**config.mk**
```make
export PLATFORM = sky130hd
export DESIGN_NAME = passcode_entry_collector
export DESIGN_NICKNAME = d
export VERILOG_FILES = /design/src/rtl/passcode_pkg.sv /design/src/rtl/passcode_entry_collector_timeout.sv /design/src/rtl/passcode_entry_collector.sv
export SDC_FILE = /design/constraint.sdc
export NUM_CORES = 1
export LEC_CHECK = 0
export BUFFER_PORTS_ARGS = -buffer_cell sky130_fd_sc_hd__buf_2
export CAP_MARGIN = 20
export CORE_UTILIZATION = 40
export DETAILED_ROUTE_END_ITERATION = 8
export PLACE_DENSITY_LB_ADDON = 0.12
export SYNTH_ARGS = -nofsm -noshare
export SYNTH_HDL_FRONTEND = slang
export SYNTH_SLANG_ARGS = --single-unit
```
**constraint.sdc**
```tcl
create_clock -name clk -period 1.2 [get_ports clk]
set_input_delay 0.24 -clock clk [delete_from_list [all_inputs] [get_ports clk]]
set_output_delay 0.24 -clock clk [all_outputs]
set_load 0.01 [all_outputs]
```
**src/rtl/passcode_pkg.sv**
```systemverilog
// Shared types and default sizing for the passcode entry collector.
package passcode_pkg;

    localparam int unsigned DIGIT_W = 4;
    localparam int unsigned DIGITS  = 4;
    localparam int unsigned DATA_W  = DIGITS * DIGIT_W;

    typedef enum logic [1:0] {
        IDLE,
        COLLECT,
        LOAD
    } state_t;

endpackage

```
**src/rtl/passcode_entry_collector_timeout.sv**
```systemverilog
// Inter-digit idle timer for a partial passcode entry; expired is high on the
// last idle cycle unless a restart arrives in the same cycle.
module entry_timeout_counter #(
    parameter int unsigned TIMEOUT_CYCLES = 50000000
) (
    input  logic clk,
    input  logic rst,
    input  logic run,
    input  logic restart,
    output logic expired
);

    localparam int unsigned CNT_W = (TIMEOUT_CYCLES > 1) ? $clog2(TIMEOUT_CYCLES) : 1;
    localparam logic [CNT_W-1:0] LAST = CNT_W'(TIMEOUT_CYCLES - 1);

    logic [CNT_W-1:0] r_count;

    assign expired = run && !restart && (r_count == LAST);

    always_ff @(posedge clk) begin
        if (rst || !run || restart || expired) begin
            r_count <= '0;
        end else begin
            r_count <= r_count + CNT_W'(1);
        end
    end

endmodule

```
**src/rtl/passcode_entry_collector.sv**
```systemverilog
// Assembles keypad digits MSB-first into a passcode word with a one-cycle load
// strobe. Optional inter-digit timeout enabled by defining ENTRY_TIMEOUT_EN.
module passcode_entry_collector #(
    parameter int unsigned DIGITS         = passcode_pkg::DIGITS,
    parameter int unsigned DIGIT_W        = passcode_pkg::DIGIT_W,
    parameter int unsigned TIMEOUT_CYCLES = 50000000
) (
    input  logic                        clk,
    input  logic                        rst,
    input  logic [DIGIT_W-1:0]          digit_in,
    input  logic                        digit_valid,
    input  logic                        clear,
    output logic [DIGITS*DIGIT_W-1:0]   data_out,
    output logic                        data_load,
    output logic [2:0]                  digit_count,
    output logic                        timeout
);

    localparam int unsigned DATA_W = DIGITS * DIGIT_W;

    import passcode_pkg::*;

    localparam logic [2:0] LAST_DIGIT = 3'(DIGITS - 1);

    if (DIGITS < 2 || DIGITS > 8 || TIMEOUT_CYCLES < 2) begin : g_bad_params
        $error("passcode_entry_collector: unsupported DIGITS or TIMEOUT_CYCLES");
    end

    state_t              r_state;
    state_t              w_state_nxt;
    logic [DATA_W-1:0]   r_shift;
    logic [DATA_W-1:0]   w_shift_nxt;
    logic [DATA_W-1:0]   r_data;
    logic [DATA_W-1:0]   w_data_nxt;
    logic                r_load;
    logic                w_load_nxt;
    logic [2:0]          r_count;
    logic [2:0]          w_count_nxt;
    logic [DATA_W-1:0]   w_shifted;

    assign w_shifted = {r_shift[DATA_W-DIGIT_W-1:0], digit_in};

`ifdef ENTRY_TIMEOUT_EN
    logic r_timeout;
    logic w_timeout_nxt;
    logic w_expired;
    logic w_run;
    logic w_restart;

    assign w_run     = (r_state == COLLECT);
    // clear also restarts so a clear in the expiry cycle never raises timeout
    assign w_restart = w_run && (digit_valid || clear);

    entry_timeout_counter #(
        .TIMEOUT_CYCLES(TIMEOUT_CYCLES)
    ) u_timeout (
        .clk     (clk),
        .rst     (rst),
        .run     (w_run),
        .restart (w_restart),
        .expired (w_expired)
    );

    assign timeout = r_timeout;
`else
    assign timeout = 1'b0;
`endif

    always_ff @(posedge clk) begin
        if (rst) begin
            r_state <= IDLE;
            r_shift <= '0;
            r_data  <= '0;
            r_load  <= 1'b0;
            r_count <= '0;
        end else begin
            r_state <= w_state_nxt;
            r_shift <= w_shift_nxt;
            r_data  <= w_data_nxt;
            r_load  <= w_load_nxt;
            r_count <= w_count_nxt;
        end
    end

`ifdef ENTRY_TIMEOUT_EN
    always_ff @(posedge clk) begin
        if (rst) begin
            r_timeout <= 1'b0;
        end else begin
            r_timeout <= w_timeout_nxt;
        end
    end
`endif

    always_comb begin
        w_state_nxt = r_state;
        w_shift_nxt = r_shift;
        w_data_nxt  = r_data;
        w_load_nxt  = 1'b0;
        w_count_nxt = r_count;
`ifdef ENTRY_TIMEOUT_EN
        w_timeout_nxt = 1'b0;
`endif
        case (r_state)
            IDLE: begin
                if (digit_valid) begin
                    w_shift_nxt = w_shifted;
                    w_count_nxt = 3'd1;
                    w_state_nxt = COLLECT;
                end
            end
            COLLECT: begin
                if (clear) begin
                    w_shift_nxt = '0;
                    w_count_nxt = '0;
                    w_state_nxt = IDLE;
                end else if (digit_valid) begin
                    if (r_count == LAST_DIGIT) begin
                        w_data_nxt  = w_shifted;
                        w_load_nxt  = 1'b1;
                        w_shift_nxt = '0;
                        w_count_nxt = '0;
                        w_state_nxt = LOAD;
                    end else begin
                        w_shift_nxt = w_shifted;
                        w_count_nxt = r_count + 3'd1;
                    end
                end
`ifdef ENTRY_TIMEOUT_EN
                else if (w_expired) begin
                    w_shift_nxt   = '0;
                    w_count_nxt   = '0;
                    w_timeout_nxt = 1'b1;
                    w_state_nxt   = IDLE;
                end
`endif
            end
            LOAD: begin
                w_state_nxt = IDLE;
            end
            default: begin
                w_state_nxt = IDLE;
            end
        endcase
    end

    assign data_out    = r_data;
    assign data_load   = r_load;
    assign digit_count = r_count;

endmodule

```
# Yosys cells after proc, flatten, opt, wreduce, memory -nomap -nowiden
# Cells that the tools add are included.
# totals
register_bits,34
in_bits,8
out_inout_bits,21
# classes
addsub,1
n_eq_ne,5
mux,16
bitwise,3
n_reduce_logical,6
# ops
operator,n
2-to-1 mux 12 bit,4
case mux 12 bit (2 select lines),1
2-to-1 mux 3 bit,4
2-to-1 mux 2 bit,4
"inequality test 3 bit, second input constant",2
case mux 3 bit (2 select lines),1
AND reduction 3 bit,2
case mux 2 bit (2 select lines),1
AND reduction 4 bit,1
OR reduction 4 bit,1
"adder 3 x 1 -> 3 bit, second input constant",1
"equality test 3 x 2 -> 1 bit, second input constant",1
NOT 1 bit,3
"equality test 2 x 1 -> 1 bit, second input constant",1
logical NOT 2 bit,1
"inequality test 2 bit, second input constant",1
nonzero test 2 bit,1
2-to-1 mux 1 bit,1

# Logic depth before layout (Yosys ltp)
# Gate-level depths: netlist of run 1.
# depth
ltp_word,5
depth_mapped,6

# Worst setup path before layout of run 1
# No wires, ideal clock.
# synth_path
path_type,register -> register
start,reg r_count[0] (netlist: digit_count[0])
end,reg r_data[10] (netlist: data_out[10])
arrival_ns,1.303
required_time_ns,1.081
slack_ns,-0.222
path_stages_with_launch,7
path_buffers,2
synth_period_minus_slack_ns,1.422
path_cell_list,dfxtp_1 -> ha_1 -> nor2b_1 -> nand4b_1 -> buf_6 -> buf_6 -> mux2i_1
# synth_via
elab_chain_cells,2
# synth_lines
element,line_no,text
"start, declared",passcode_entry_collector.sv:37,logic [2:0] r_count;
"start signal, assigned",passcode_entry_collector.sv:81,r_count <= w_count_nxt;
equality test 3 x 2 -> 1 bit,passcode_entry_collector.sv:118,if (r_count == LAST_DIGIT) begin
AND reduction 4 bit (no source line),-,
"end signal, assigned",passcode_entry_collector.sv:79,r_data <= w_data_nxt;
"end, declared",passcode_entry_collector.sv:33,logic [DATA_W-1:0] r_data;
# No other way between the ends.
# A chain may end at the register's enable or synchronous reset.

# Worst setup path in the final report of run 1
# layout_path
start,reg r_count[0] (netlist: digit_count[0])
end,reg r_data[15] (netlist: data_out[15])
# The elaborated chain is that of the path after synthesis.

==> impl.org, run 1 <==
** Clocking
- In this run the deepest clock path goes through 2 buffers.
- # H-tree levels :: 2
- Clock tree from TritonCTS :: done
- Clock tree synthesis selected as its root buffer the cell clkbuf_4.
- Counting every sink on the clock net gives 34.
- Clock-pin slew was measured on the worst setup and hold paths at between 0.1 and 0.15 ns.
- Number of buffers created by CTS :: 5
- Insertion delay to the later sink of the worst-skew pair :: about 0.33 ns

** Placement
- At the end of routability-driven placement, the weighted congestion stood at approximately 0.77.
- Port Buf Inserts :: 27
- Instance area after placement :: ~0.0016 mm^2
- OpenSTA, run right after detailed placement, puts the worst setup slack at -0.209 ns.
- Detail Placement HPWL :: 1.70 mm

** Layout
- After routing the design area is 0.00175 mm^2.
- Compared with the post-synthesis result, the final layout area differs by 30.6%.
- For this run, the share of the core covered by cells in the final layout is 0.560.
- Summing all flip-flop and latch instances after layout gives approximately 690 um^2.
- After filler insertion, the fill cell instance count of the layout stands at 280.
- Area of combinational cells with multiple inputs :: 676 um^2
- Number of antenna diodes :: 0
- For this run, the post-layout net count is approximately 180.
- Of the cells placed in the final design, the portion with a size suffix greater than 1 is 0.369.

** Critical path
- Of all nets on the critical path, the largest fanout is 10.
- The worst register-to-register path begins at digit_count[0].
- Arrival time reported for the critical path endpoint :: between 1.5 and 2 ns
- STA classifies the critical path endpoint as a flop.
- In this run the worst setup path begins at digit_count[0].
- Crit start category :: flop
- WP data required :: 1.46 ns
- The critical path is of the reg2reg type.

** Synthesis
- Cell with the most instances after synthesis :: nand2b_1
- Of all cell types, the one taking the most synthesized area is dfxtp_1.
- Most common flop cell mapped by yosys :: dfxtp_1
- Cells after synthesis :: roughly 130
- The mapped netlist covers between 0.001 and 0.0015 mm^2.
- Cell types with the highest counts after synthesis :: nand2b_1, dfxtp_1, mux2i_1, o22ai_1, clkbuf_1
- The share of synthesized area in the top cell type comes to 0.508.
- Yosys Warn Count :: 0
- Post-Syn Area per Cell :: 10.4 um^2
- Largest cells by area after synthesis :: dfxtp_1, nand2b_1, mux2i_1, o22ai_1, buf_6
- Post-synthesis register bit count :: 34
- Unique cell type count in the Yosys netlist :: 26
- Proportion of synthesized chip area in sequential cells :: 0.508
- When the netlist entered floorplanning its net count stood at 138.
- Yosys mapped a number of flops with a built-in enable equal to 0.
- Of all flip-flops after synthesis, the portion carrying an async set or reset was 0.

** STA
- Derived from the worst setup path, the maximum achievable clock frequency is 0.786 GHz.
- Clock tree skew after final layout :: 0.0140 ns
- Part of the cycle the worst path needs :: 1.06
- Setup repair after global routing could not meet its margin everywhere.
- Post-layout min period :: about 1.3 ns
- Hold Fails Final Rpt :: 0
- Setup slack on the critical path of the routed design comes to -0.0726 ns.
- Total negative slack :: -1.08 ns
- Setup-violating endpoint count in the final report :: 18
- Max-slew violation count :: 0

** Route
- Final Routed Wirelength :: about 2.6 mm
- Number of search-and-repair iterations in the first detailed-routing pass :: 4
- In the final routed layout, each cell accounts on average for 12.3 um.
- Dividing the detail-routed via count by the number of cells gives between 4 and 5.
- DR DRC count :: 0
- Iteration-0 DRC count of the detailed router :: 37
- The count of nets left with antenna violations once routing finished came out at 0.
- Vias after detailed routing :: a little over 1000

** Global routing
- The total overflow left after global routing is 0.
- The first global-routing pass estimated between 4 and 5 mm of wire.
- Number of antenna violations at the first check in global routing :: 0
- Largest net degree at the start of global routing :: 40
- Overall global routing resource usage :: 0.163
- The via count of the first global-routing pass is 912.

** Power and ir drop
- Power density over the cells :: between 1000 and 1500 mW/mm^2
- In this run the static leakage power is ~0.8 nW.
- The worst-case IR drop observed on VDD is 0.651 mV.
- The design draws 1.93 mW.

** Floorplan
- Top-level port count :: 29
- Die boundary width :: 59.9 um
- The die covers 0.00359 mm^2.
- Area of the placeable core :: between 0.003 and 0.004 mm^2
- Total number of placement rows :: 20
- Effective utilization at floorplan :: 0.428
- Height of the chip :: around 60 um

** Outcome
- The run finished, with violations left.
- Violated checks :: negative setup slack

** Min path
- Start point of the worst min-delay path :: digit_in[0]
- The tightest min-delay check is of the in2reg type.

** Job
- Max-cap violations :: 0
-- report_power, final --
part	internal, mW	switching, mW	leakage, nW
registers	1.15	0.00873	0.278
clock network	0.233	0.358	0.0265
logic	0.0987	0.0861	0.508
-- cells by family (layout without fill, tap and decap cells) --
family / count (synthesis) / after routing / synth area share
AOI/OAI and AO/OA: 20 / 20 / 0.0971
adders and majority gates: 1 / 1 / 0.00934
buffers and inverters: 9 / 48 / 0.0411
and+or+nand+nor: 48 / 48 / 0.222
DFF: 34 / 34 / 0.508
other: 1 / 1 / 0.00280
muxes: 16 / 16 / 0.120
-- registers in the layout, indices dropped and copies added (netlist names) --
signal / flops
digit_count: 3
data_out: 16
r_state: 2
r_shift: 12
data_load: 1
-- repair_timing --
action | in CTS | in global routing
setup buffers | 0 | 2
setup endpoints to repair | 32 | 29
gates resized for setup | 3 | 15
hold buffers | 0 | 0
gates cloned | 0 | 0
pin swaps | 0 | 4
-- critical path, cell delays in order, from the launching register on --
cell	delay, ns
dfxtp_4	0.37
ha_4	0.16
nor2b_4	0.12
nand4b_1	0.15
buf_6	0.20
mux2i_1	0.19
-- cells in the final DEF (no fill, tap or decap), types with 3 or more instances in the layout --
master    netlist  layout
dfxtp_1        34      29
mux2i_1        16      16
o22ai_2         0       3
buf_6           2       5
clkbuf_4        0       5
dfxtp_2         0       3
buf_2           2      26
clkbuf_1        4       3
nand2b_1       36      35
buf_4           1       7
o22ai_1        12       9
-- layer usage --
metal | part of all wire | GRT usage
met1 | 0.47 | 0.217
met2 | 0.47 | 0.232
met3 | 0.047 | 0.0649
met4 | 0.017 | 0.0698
met5 | 0 | 0
-- path summary, 6_finish.rpt --
check	to	slack, ns	depth (start not counted)
min reg2reg	data_out[5]	0.48	2
max	data_out[15]	-0.07	5
max reg2reg	data_out[15]	-0.07	5
min	r_shift[0]	0.19	3
-- area by class of cell --
class,count,share of cell area
clock buffer,8,0.0279
multi-input combinational,86,0.386
sequential,34,0.395
tap,44,0.0315
timing repair buffer,40,0.159
-- metrics by stage --
step / hold WS (ns) / std cells
4_1_cts: 0.174 / 210
6_report: 0.194 / 212
5_1_grt: 0.181 / 212
3_3_place_gp: 0.457 / 202
2_1_floorplan: 0.402 / 129
3_5_place_dp: 0.462 / 202
(Power assumes the default switching activity.)
==> inputs of run 2 (changes only) <==
--- a/config.mk
+++ b/config.mk
@@ -10,6 +10,7 @@
 export CORE_UTILIZATION = 40
 export DETAILED_ROUTE_END_ITERATION = 8
 export PLACE_DENSITY_LB_ADDON = 0.12
+export SKIP_CTS_REPAIR_TIMING = 1
 export SYNTH_ARGS = -nofsm -noshare
 export SYNTH_HDL_FRONTEND = slang
 export SYNTH_SLANG_ARGS = --single-unit
==> impl.org, run 2 (synthesized netlist as in run 1, its figures left out) <==
** Outcome
- The run finished, with violations left.
- Violated checks :: negative setup slack

** STA
- Part of the cycle the worst path needs :: 1.06 (+0.00409)
- The worst-case setup margin in the final layout is -0.0775 ns (-0.00490 ns).
- Setup-violating endpoint count in the final report :: 27 (+9)
- The max-slew violation count came to 0 (unchanged).
- Post-layout min period :: 1.28 ns (+0.00490 ns)
- Total negative slack :: -1.34 ns (-0.263 ns)
- Hold Fails Final Rpt :: 0 (unchanged)
- Clock tree skew after final layout :: 0.0143 ns (+0.000235 ns)
- The worst hold-check slack came to 0.191 ns (-0.00264 ns).
- Peak clock frequency supported by timing :: 0.783 GHz (-0.38%)
- Setup repair after global routing could not meet its margin everywhere.

** Layout
- Utilization after layout :: 0.567 (+0.00720)
- Leading cell type in the layout, fill and taps excluded :: nand2b_1
- NumNets Final :: 178 (+1.1%)
- Layout cell share with drive strength beyond 1 :: 0.376 (+0.00742)
- Post-route insts no fill :: 214 (+0.94%)
- The final-layout fill cell count came to 280 (unchanged).
- Commonest non-fill, non-tap cells in the layout :: nand2b_1, dfxtp_1, buf_2, mux2i_1
- Area growth, synth to finish :: 32.3%
- Number of antenna diodes :: 0 (unchanged)
- Max reg flops :: 16 (unchanged)

** Floorplan
- Effective utilization at floorplan :: 0.428 (unchanged)
- The width of the chip was 59.9 um (unchanged).
- Top-level port count :: 29 (unchanged)
- Total number of placement rows :: 20 (unchanged)
- The full die area was 0.00359 mm^2 (unchanged).
- The y dimension of the die is 59.9 um (unchanged).
- The area of the core came to 0.00313 mm^2 (unchanged).

** Clocking
- The latest clock arrival within the worst-skew pair is 0.33 ns (about the same).
- Number of buffers created by CTS :: 5 (unchanged)
- Clock tree from TritonCTS :: done
- The deepest level of the CTS H-tree was 2 (unchanged).
- Clock-pin slew of the registers on the worst-case setup and hold paths :: 0.11 ns (about the same)
- Count of clock tree sinks :: 34 (unchanged)
- The maximum clock insertion buffer count is 2 (unchanged).
- Clock tree synthesis selected as its root buffer the cell clkbuf_4.

** Power and ir drop
- Power density over the cells :: 1090 mW/mm^2 (-1.1%)
- The maximum vdd ir drop was 0.648 mV (-0.32%).
- P_sw :: 0.452 mW (-0.21%)
- The switching share of power came to 0.234 (-0.000947).
- Internal Pwr Total :: 1.48 mW (+0.32%)
- The cell leakage power was 0.824 nW (+1.4%).
- Portion of total power attributed to combinational logic :: 0.099 (+0.003)
- The clock power share came to 0.304 (-0.002).
- The register share of total power was 0.597 (about the same).

** Route
- The wire length reported by the detailed router is 2.63 mm (+0.77%).
- The routed via count is 1026 (-0.87%).
- The final routed DRC violation total came to 0 (unchanged).
- The number of antenna-violating nets in the routed design is 0 (unchanged).
- Iteration-0 DRC count of the detailed router :: 34 (-8.1%)
- Avg WL per Cell :: 12.3 um (-0.18%)
- The number of vias per cell was 4.79 (-1.8%).
- Number of search-and-repair iterations in the first detailed-routing pass :: 4 (unchanged)

** Critical path
- STA classifies the critical path startpoint as a flop.
- Arrival time reported for the critical path endpoint :: 1.49 ns (-0.04 ns)
- Count of buffer and inverter cells on the critical path :: 1 (unchanged)
- WP data required :: 1.42 ns (-0.04 ns)
- The startpoint identified for the worst register-to-register timing path is digit_count[1].
- Traced cell by cell, the critical path runs through ha_4, nor2b_4, nand4b_1, buf_6, mux2i_1.
- Internal reg-to-reg setup slack :: -0.08 ns (about the same)
- Critical path destination :: data_out[9]
- Logic depth of the worst setup path including buffers :: 5 (unchanged)
- The slowest stage of the critical path is the dfxtp_4 cell.
- In this run the critical register-to-register path is captured at data_out[9].
- Setup crit end kind :: flop
- The critical path is of the reg2reg type.
- The top fanout value on the critical path is 10 (unchanged).
- Worst reg2reg path depth :: 5 (unchanged)
- Cell family with the largest share of critical-path delay :: flip-flops
- Critical Path Source :: digit_count[1]
- Longest individual stage delay on the worst path :: 0.38 ns (about the same)

** Global routing
- The global-route congestion overflow total was 0 (unchanged).
- The first-pass GRT wire length came to 4.20 mm (-0.31%).
- Overall global routing resource usage :: 0.163 (-0.000454)
- The maximum number of pins on one net before global-route repair was 40 (unchanged).
- Number of antenna violations at the first check in global routing :: 0 (unchanged)
- The via count of the first global-routing pass was 908 (-0.44%).

** Placement
- The placed instance count was 202 (unchanged).
- Port Buf Inserts :: 27 (unchanged)
- The half-perimeter wire length after placement came to 1.70 mm (unchanged).
- The final estimated routing congestion in global placement came to 0.774 (unchanged).

** Min path
- The count of cells along the worst hold path is 3 (unchanged).
- Start point of the worst min-delay path :: digit_in[0]
- Worst min-delay path class :: in2reg

** Job
- Max-cap violations :: 0 (unchanged)
==> run 2: cell count changes in the layout (fill, tap and decap cells not counted), sizes merged <==
cell  before  now
buf       40   42
==> run 2: how the worst min path moves through the flow <==
stage,end
2_1_floorplan,r_state[0]
6_report,r_shift[0]
5_1_grt,r_shift[0]
3_5_place_dp,data_out[14]
3_3_place_gp,data_out[4]
4_1_cts,r_shift[0]
==> run 2: power groups by stage <==
| stage | sequential (mW) | clock (mW) | combinational, mW |
|---|---|---|---|
| after floorplan | 1.18 | 0 | 0.0876 |
| after CTS | 1.15 | 0.614 | 0.160 |
| after global routing | 1.16 | 0.674 | 0.208 |
| after detailed placement | 1.18 | 0 | 0.159 |
| after global placement | 1.18 | 0 | 0.157 |
| final | 1.15 | 0.587 | 0.192 |
==> run 2: area by class of cell <==
type                    count  area [um^2]  area share
well taps                  44         55.1      0.0311
clock buffers               8         48.8      0.0275
flip-flops and latches     34          692       0.390
multi-input cells          86          683       0.385
repair buffers             42          294       0.166
==> run 2: through the flow <==
| stage | power (mW) | worst slack, ns | area (um^2) |
|---|---|---|---|
| after floorplan | 1.27 | -0.0536 | 1370 |
| after global placement | 1.34 | -0.210 | 1610 |
| after detailed placement | 1.34 | -0.209 | 1610 |
| after CTS | 1.93 | -0.225 | 1660 |
| after global routing | 2.04 | -0.160 | 1770 |
| final | 1.93 | -0.0775 | 1770 |
==> run 2: routing by layer <==
metal / vias to the layer above / part of all wire / global-route usage
li1: 518 / - / -
met1: 484 / 0.49 / 0.216
met2: 19 / 0.45 / 0.232
met3: 5 / 0.039 / 0.0649
met4: 0 / 0.017 / 0.0698
met5: - / 0 / 0
==> run 2: tightest hold or removal path, stage by stage <==
cell	delay [ns]
buf_2	0.09
nand2b_1	0.08
o22ai_1	0.08
